--- config.mk ---
export PLATFORM = sky130hd
export DESIGN_NAME = perf_counter_bank_flat
export DESIGN_NICKNAME = d
export VERILOG_FILES = /design/src/rtl/perf_pkg.sv /design/src/rtl/perf_counter_bank_if.sv /design/src/rtl/perf_counter_cell.sv /design/src/rtl/perf_counter_bank.sv /design/src/flat_wrapper.sv
export SDC_FILE = /design/constraint.sdc
export NUM_CORES = 2
export LEC_CHECK = 0
export ABC_AREA = 1
export CORE_ASPECT_RATIO = 2
export CORE_MARGIN = 4
export CORE_UTILIZATION = 40
export CTS_CLUSTER_SIZE = 12
export DETAILED_ROUTE_END_ITERATION = 12
export MAX_ROUTING_LAYER = met4
export PLACE_DENSITY_LB_ADDON = 0.12
export SLEW_MARGIN = 20
export SYNTH_ARGS = -nofsm -noshare
export SYNTH_HDL_FRONTEND = slang
export SYNTH_SLANG_ARGS = --single-unit
--- constraint.sdc ---
create_clock -name clk -period 19 [get_ports clk]
set_clock_uncertainty 0.05 [all_clocks]
set_input_delay 2.85 -clock clk [delete_from_list [all_inputs] [get_ports clk]]
set_output_delay 2.85 -clock clk [all_outputs]
set_load 0.01 [all_outputs]
--- src/rtl/perf_pkg.sv ---
// Shared definitions for the performance counter bank: channel map, defaults and helpers.
package perf_pkg;

  localparam int unsigned PERF_NUM_EVENTS = 8;
  localparam int unsigned SNAP_SEQ_W      = 8;

  typedef enum logic [4:0] {
    EV_INSTR       = 5'd0,
    EV_BRANCH      = 5'd1,
    EV_JUMP        = 5'd2,
    EV_MISPRED     = 5'd3,
    EV_ICACHE_MISS = 5'd4,
    EV_DCACHE_MISS = 5'd5,
    EV_STALL       = 5'd6,
    EV_FLUSH       = 5'd7
  } perf_event_e;

  // Snapshot bookkeeping carried alongside the captured counter set.
  typedef struct packed {
    logic                  valid;
    logic [SNAP_SEQ_W-1:0] seq;
  } perf_snap_hdr_t;

  // Read-select width; a single-channel bank still gets a 1-bit select.
  function automatic int unsigned sel_width(input int unsigned n);
    return (n > 1) ? $clog2(n) : 1;
  endfunction

endpackage

--- src/rtl/perf_counter_bank_if.sv ---
// Control, event and read-back signals of the performance counter bank.
interface perf_counter_bank_if #(
  parameter int unsigned NUM_EVENTS = perf_pkg::PERF_NUM_EVENTS,
  parameter int unsigned CNT_WIDTH  = 32
);

  localparam int unsigned SEL_W = perf_pkg::sel_width(NUM_EVENTS);

  logic                  load;
  logic [NUM_EVENTS-1:0] events;
  logic                  ctl_clear;
  logic                  ctl_freeze;
  logic                  snap_req;
  logic [SEL_W-1:0]      rd_sel;
  logic [CNT_WIDTH-1:0]  rd_live;
  logic [CNT_WIDTH-1:0]  rd_snap;
  logic [CNT_WIDTH-1:0]  cycle_count;
  logic [CNT_WIDTH-1:0]  snap_cycles;
  logic                  snap_valid;
  logic [7:0]            snap_seq;
  logic [NUM_EVENTS-1:0] ovf;

  modport master (
    output load, events, ctl_clear, ctl_freeze, snap_req, rd_sel,
    input  rd_live, rd_snap, cycle_count, snap_cycles, snap_valid, snap_seq, ovf
  );

  modport slave (
    input  load, events, ctl_clear, ctl_freeze, snap_req, rd_sel,
    output rd_live, rd_snap, cycle_count, snap_cycles, snap_valid, snap_seq, ovf
  );

endinterface

--- src/rtl/perf_counter_cell.sv ---
// One event counter with saturate/wrap overflow handling and a sticky overflow flag.
module perf_counter_cell #(
  parameter int unsigned CNT_WIDTH = 32,
  parameter bit          SATURATE  = 1'b1
) (
  input  logic                 clk,
  input  logic                 rst,
  input  logic                 inc_i,
  input  logic                 clr_i,
  input  logic                 ovf_clr_i,
  input  logic                 hold_i,
  output logic [CNT_WIDTH-1:0] cnt_o,
  output logic                 ovf_o
);

  logic [CNT_WIDTH-1:0] cnt_q, cnt_d;
  logic                 ovf_q, ovf_d;

  // Clear beats increment; the overflow flag has its own clear so a
  // window restart can zero the count while keeping the sticky flag.
  always_comb begin
    cnt_d = cnt_q;
    ovf_d = ovf_q;
    if (clr_i) begin
      cnt_d = '0;
    end else if (inc_i && !hold_i) begin
      if (&cnt_q) begin
        ovf_d = 1'b1;
        cnt_d = {CNT_WIDTH{SATURATE}};
      end else begin
        cnt_d = cnt_q + CNT_WIDTH'(1);
      end
    end
    if (ovf_clr_i) begin
      ovf_d = 1'b0;
    end
  end

  always_ff @(posedge clk or posedge rst) begin
    if (rst) begin
      cnt_q <= '0;
      ovf_q <= 1'b0;
    end else begin
      cnt_q <= cnt_d;
      ovf_q <= ovf_d;
    end
  end

  assign cnt_o = cnt_q;
  assign ovf_o = ovf_q;

endmodule

--- src/rtl/perf_counter_bank.sv ---
// Bank of per-event counters plus a cycle counter, with snapshot capture,
// optional auto-snapshot window (read-and-clear) and channel read muxes.
module perf_counter_bank
  import perf_pkg::*;
#(
  parameter int unsigned NUM_EVENTS = PERF_NUM_EVENTS,
  parameter int unsigned CNT_WIDTH  = 32,
  parameter bit          SATURATE   = 1'b1,
  parameter int unsigned WINDOW     = 0
) (
  input logic                clk,
  input logic                rst,
  perf_counter_bank_if.slave bus
);

  localparam int unsigned SEL_W = sel_width(NUM_EVENTS);
  localparam int unsigned WIN_W = (WINDOW > 1) ? $clog2(WINDOW) : 1;
  localparam logic [WIN_W-1:0] WIN_LAST = (WINDOW > 0) ? WIN_W'(WINDOW - 1) : '0;

  logic [CNT_WIDTH-1:0]  live_c [NUM_EVENTS];
  logic [NUM_EVENTS-1:0] ovf_c;
  logic [CNT_WIDTH-1:0]  cyc_c;
  logic                  cyc_ovf_unused;

  logic expire_c;
  logic trig_c;
  logic clr_c;

  logic [WIN_W-1:0]     win_q, win_d;
  logic [CNT_WIDTH-1:0] snap_q [NUM_EVENTS];
  logic [CNT_WIDTH-1:0] snap_d [NUM_EVENTS];
  logic [CNT_WIDTH-1:0] snap_cyc_q, snap_cyc_d;
  perf_snap_hdr_t       hdr_q, hdr_d;

  logic [CNT_WIDTH-1:0] rd_live_c;
  logic [CNT_WIDTH-1:0] rd_snap_c;

  // Window expiry is a read-and-clear: snapshot, then restart live state.
  assign expire_c = (WINDOW > 0) && !bus.ctl_freeze && (win_q == WIN_LAST);
  assign trig_c   = bus.snap_req | expire_c;
  assign clr_c    = bus.ctl_clear | expire_c;

  for (genvar i = 0; i < NUM_EVENTS; i++) begin : g_evt
    perf_counter_cell #(
      .CNT_WIDTH (CNT_WIDTH),
      .SATURATE  (SATURATE)
    ) u_cell (
      .clk       (clk),
      .rst       (rst),
      .inc_i     (bus.load & bus.events[i]),
      .clr_i     (clr_c),
      .ovf_clr_i (bus.ctl_clear),
      .hold_i    (bus.ctl_freeze),
      .cnt_o     (live_c[i]),
      .ovf_o     (ovf_c[i])
    );
  end

  perf_counter_cell #(
    .CNT_WIDTH (CNT_WIDTH),
    .SATURATE  (SATURATE)
  ) u_cycle (
    .clk       (clk),
    .rst       (rst),
    .inc_i     (1'b1),
    .clr_i     (clr_c),
    .ovf_clr_i (bus.ctl_clear),
    .hold_i    (bus.ctl_freeze),
    .cnt_o     (cyc_c),
    .ovf_o     (cyc_ovf_unused)
  );

  always_comb begin
    win_d = win_q;
    if (bus.ctl_clear || expire_c || (WINDOW == 0)) begin
      win_d = '0;
    end else if (!bus.ctl_freeze) begin
      win_d = win_q + WIN_W'(1);
    end
  end

  // Capture uses the pre-edge live values, so a same-edge clear still reads them.
  always_comb begin
    snap_d     = snap_q;
    snap_cyc_d = snap_cyc_q;
    hdr_d      = hdr_q;
    if (trig_c) begin
      for (int unsigned i = 0; i < NUM_EVENTS; i++) begin
        snap_d[i] = live_c[i];
      end
      snap_cyc_d  = cyc_c;
      hdr_d.seq   = hdr_q.seq + SNAP_SEQ_W'(1);
      hdr_d.valid = 1'b1;
    end
  end

  always_ff @(posedge clk or posedge rst) begin
    if (rst) begin
      win_q      <= '0;
      snap_cyc_q <= '0;
      hdr_q      <= '0;
      for (int unsigned i = 0; i < NUM_EVENTS; i++) begin
        snap_q[i] <= '0;
      end
    end else begin
      win_q      <= win_d;
      snap_cyc_q <= snap_cyc_d;
      hdr_q      <= hdr_d;
      for (int unsigned i = 0; i < NUM_EVENTS; i++) begin
        snap_q[i] <= snap_d[i];
      end
    end
  end

  // Out-of-range selects match no channel and read zero.
  always_comb begin
    rd_live_c = '0;
    rd_snap_c = '0;
    for (int unsigned i = 0; i < NUM_EVENTS; i++) begin
      if (bus.rd_sel == SEL_W'(i)) begin
        rd_live_c = live_c[i];
        rd_snap_c = snap_q[i];
      end
    end
  end

  assign bus.rd_live     = rd_live_c;
  assign bus.rd_snap     = rd_snap_c;
  assign bus.cycle_count = cyc_c;
  assign bus.snap_cycles = snap_cyc_q;
  assign bus.snap_valid  = hdr_q.valid;
  assign bus.snap_seq    = hdr_q.seq;
  assign bus.ovf         = ovf_c;

endmodule
--- src/flat_wrapper.sv ---
// flat-port wrapper written by rule: the top's interface ports become plain ports
module perf_counter_bank_flat import perf_pkg::*;
#(
  parameter int unsigned NUM_EVENTS = PERF_NUM_EVENTS,
  parameter int unsigned CNT_WIDTH  = 32,
  parameter bit          SATURATE   = 1'b1,
  parameter int unsigned WINDOW     = 0
)
  (clk, rst, bus_load, bus_events, bus_ctl_clear, bus_ctl_freeze, bus_snap_req, bus_rd_sel, bus_rd_live, bus_rd_snap, bus_cycle_count, bus_snap_cycles, bus_snap_valid, bus_snap_seq, bus_ovf);
  perf_counter_bank_if #(.NUM_EVENTS(NUM_EVENTS), .CNT_WIDTH(CNT_WIDTH)) bus_i ();
  input logic clk;
  input logic rst;
  input wire logic [$bits(bus_i.load)-1:0] bus_load;
  input wire logic [$bits(bus_i.events)-1:0] bus_events;
  input wire logic [$bits(bus_i.ctl_clear)-1:0] bus_ctl_clear;
  input wire logic [$bits(bus_i.ctl_freeze)-1:0] bus_ctl_freeze;
  input wire logic [$bits(bus_i.snap_req)-1:0] bus_snap_req;
  input wire logic [$bits(bus_i.rd_sel)-1:0] bus_rd_sel;
  output wire logic [$bits(bus_i.rd_live)-1:0] bus_rd_live;
  output wire logic [$bits(bus_i.rd_snap)-1:0] bus_rd_snap;
  output wire logic [$bits(bus_i.cycle_count)-1:0] bus_cycle_count;
  output wire logic [$bits(bus_i.snap_cycles)-1:0] bus_snap_cycles;
  output wire logic [$bits(bus_i.snap_valid)-1:0] bus_snap_valid;
  output wire logic [$bits(bus_i.snap_seq)-1:0] bus_snap_seq;
  output wire logic [$bits(bus_i.ovf)-1:0] bus_ovf;
  assign bus_i.load = bus_load;
  assign bus_i.events = bus_events;
  assign bus_i.ctl_clear = bus_ctl_clear;
  assign bus_i.ctl_freeze = bus_ctl_freeze;
  assign bus_i.snap_req = bus_snap_req;
  assign bus_i.rd_sel = bus_rd_sel;
  assign bus_rd_live = bus_i.rd_live;
  assign bus_rd_snap = bus_i.rd_snap;
  assign bus_cycle_count = bus_i.cycle_count;
  assign bus_snap_cycles = bus_i.snap_cycles;
  assign bus_snap_valid = bus_i.snap_valid;
  assign bus_snap_seq = bus_i.snap_seq;
  assign bus_ovf = bus_i.ovf;
  perf_counter_bank #(.NUM_EVENTS(NUM_EVENTS), .CNT_WIDTH(CNT_WIDTH), .SATURATE(SATURATE), .WINDOW(WINDOW)) u_core (.clk(clk), .rst(rst), .bus(bus_i));
endmodule
==> flow_summary.toml <==
[place]
io_buffers = 161
gp_congestion = 1.10
pre_cts_ws_ps = 9940
dp.cells = 6391
place_area_sq_mm = 0.0372
dp_hpwl_um = 139000

[yosys]
ys_warn_count = 0
syn-num-nets = 5226
synth_area_leaders = "dfrtp_1 (43%), nand2_1 (24%), nor2_1 (6.8%)"
synthFlopType = "dfrtp_1"
yosysTopAreaCellShare_pct = 43.0
synth_edf_count = 0
synth_cell_types = 36
syn_inst = 5199
yosysSeqAreaShare_pct = 43.0
avgSynthCellArea_sq_um = 6.63
async_flop_share_pct = 100
syn_area_sq_mm = 0.0345
yosys.area.top_type = "dfrtp_1"
ys_seq_elements = 593

[final_layout]
syn2layout_area_growth_pct = 13.6
utilization_pct = 45.7
final_area_sq_mm = 0.0392
final_layout_size_suffix_gt1_share_pct = 4.20
nets = 5327
finalNonFillerCells = 6499

[critical_path]
cp_top_family = "buffers and inverters"
r2r-start = "u_core.g_evt[4].u_cell.cnt_o[0]"
required_ps = 16100
startpoint_type = "primary input"
cp_slowest_cell = "nor3_2"
crit_path_end_kind = "output port"
cp_cell_sequence = "clkdlybuf4s50_1 -> inv_2 -> nor3_2 -> inv_2 -> nor2_1 -> nor2_1 -> nand4_1 -> clkdlybuf4s50_1"
cp-startpoint = "bus_rd_sel[2]"
cp.arrival_ps = 6330
critPathKind = "in -> out"
cpPeakStageDelay_ps = 720
cp.buffers_inverters = 4
cp_max_fo = 52

[cts]
cts_max_level = 2
ctsResizeCount = 0
clk_pin_slew_worst_paths_ps = 60
numClockSinks = 593
holdBufCountCts = 0
cts_root_buf = "clkbuf_16"
clk-insertion-delay-late_ps = 710
cts_setup_buffers = 0
numCtsBuffers = 61
cts_tree = "yes"
clk_path_buf_depth = 3

[timing]
fin_crit_ps = 9230
max-slew-margin-rel_pct = 20.6
fin_crit_sh_pct = 48.6
worstMarginPinSlew_ps = 1190
setup-tns-final_ps = 0
hold_violations = 0
hold_slack_ps = 421
worst_slack_ps = 9770
rsz0062_at_grt = "no"
setup_viol = 0
maxSlewViolCount = 0
clock.fmax_ghz = 0.108

[die]
die_x_um = 216
die_h_um = 423
fp.dieArea_sq_mm = 0.0913
rows = 152
io-pin-count = 162
start_util_pct = 40.2
core_sq_mm = 0.0858

[power_and_ir_drop]
pwr-share-comb_pct = 6.0
powerDensity_mw_per_mm2 = 69.1
leakagePower_nw = 16.8
p_seq_share_pct = 47.5
p_sw_mw = 0.708
ir_worst_vdd_mv = 0.0713
internal-power_mw = 2.00
finalPower_mw = 2.71
pwr-share-clk_pct = 46.5
swShare_pct = 26.1

[routing]
routed-wl-met2_um = 85900
drc = 0
num_vias = 36100
drt-initial-drc-count = 3090
dr.pass1.iters = 7
drt-wirelength-per-cell_um = 27.5
vias_per_cell = 5.55
drt-total-wl_um = 179000
routed-wl-met3_um = 10900
drt-met1-wl_um = 57400
antenna_left = 0
highest_layer = "met4"

[global_routing]
grt_overflow = 0
grt_pass1_wl_um = 253000
grt_util_all_layers_pct = 39.6
antenna_found_initial = 6
grt_max_degree = 153
grt_pass1_vias = 35700

[flow_run]
maxCapViolCount = 0

[worst_hold_path]
min_from = "u_core.bus.snap_valid"
min_path_type = "reg -> reg"

[run_status]
outcome = "finished clean"
-- synth_stat cells, types with 8 or more instances --
master    instances
a21oi_1          42
buf_1             8
buf_2            74
buf_4            10
buf_6            10
clkbuf_1         94
dfrtp_1         593
ha_1             10
inv_1           394
inv_2            11
nand2_1        2237
nand3_1         371
nand3b_1         10
nand4_1         121
nor2_1          627
nor2_2           12
nor2_4           10
nor3_1            9
o21ai_0         431
o21ai_1          19
xnor2_1          25
xor2_1           39
-- kinds of logic after synthesis --
family,synth area share (%)
flip-flops,43.0
buffers and inverters,7.15
adder cells (fa/ha/maj),0.363
XOR/XNOR,1.63
AO/OA/AOI/OAI,7.52
AND/OR/NAND/NOR,40.3
-- routing by layer --
| metal | global-route usage (%) | vias up |
|---|---|---|
| li1 | - | 16600 |
| met1 | 37.6 | 17100 |
| met2 | 65.3 | 1637 |
| met3 | 7.23 | 728 |
| met4 | 40.4 | 0 |
| met5 | - | - |
-- flip-flops by register name, summed over array words and instances (netlist names) --
name / flops
u_core.bus.snap_cycles: 32
u_core.bus.snap_seq: 8
u_core.bus.snap_valid: 1
u_core.g_evt.u_cell.cnt_o: 256
u_core.g_evt.u_cell.ovf_o: 8
u_core.snap_q: 256
u_core.u_cycle.cnt_o: 32
-- power by group through the flow --
stage          Sequential [mW]  Clock (mW)  Combinational (mW)
2_1_floorplan             1.31           0              0.0888
3_3_place_gp              1.31           0               0.162
3_5_place_dp              1.31           0               0.162
4_1_cts                   1.29        1.28               0.163
5_1_grt                   1.29        1.32               0.176
6_report                  1.29        1.26               0.161
-- layout make-up --
cell class / count / area [sq um]
diodes: 7 / 17.5
inverters: 405 / 1530
multi-input cells: 4004 / 17200
flip-flops and latches: 593 / 14800
well taps: 1155 / 1450
repair buffers: 235 / 2180
clock inverters: 14 / 225
fillers: 9122 / 46600
clock buffers: 86 / 1740
-- placed cells by master, fill, tap and decap left out, types with 2 or more instances in the layout --
cell type        synthesis  routed
a21oi_1                 42      42
a31oi_1                  4       4
a32oi_1                  2       2
buf_4                   10      73
bufinv_16                0       4
clkbuf_1                94      13
clkbuf_16                0      61
clkbuf_8                 0      12
clkdlybuf4s50_1          0     159
clkinv_2                 0       6
dfrtp_1                593     593
diode_2                  0       7
ha_1                    10      10
inv_1                  394     392
inv_2                   11      11
nand2_1               2237    2235
nand2_2                  6       8
nand3_1                371     371
nand3_2                  3       3
nand3b_1                10      10
nand4_1                121     121
nor2_1                 627     625
nor2_2                  12      13
nor2_4                  10      11
nor3_1                   9       8
nor3_2                   4       3
nor3_4                   5       7
o211ai_1                 5       5
o21ai_0                431     431
o21ai_1                 19      19
o22ai_1                  6       6
o31ai_1                  2       2
xnor2_1                 25      25
xor2_1                  39      39
-- worst paths after layout --
path	endpoint	cells past startpoint	slack [ps]
min in group asynchronous	u_core.g_evt[3].u_cell.cnt_o[22]	2	2690
max in group asynchronous	u_core.u_cycle.cnt_o[13]	6	12380
min reg2reg	u_core.bus.snap_valid	1	420
max	bus_rd_snap[11]	8	9770
max reg2reg	u_core.g_evt[4].u_cell.cnt_o[8]	7	15430
min	u_core.bus.snap_valid	1	420
Note: power is estimated with default switching activity, not from simulation.
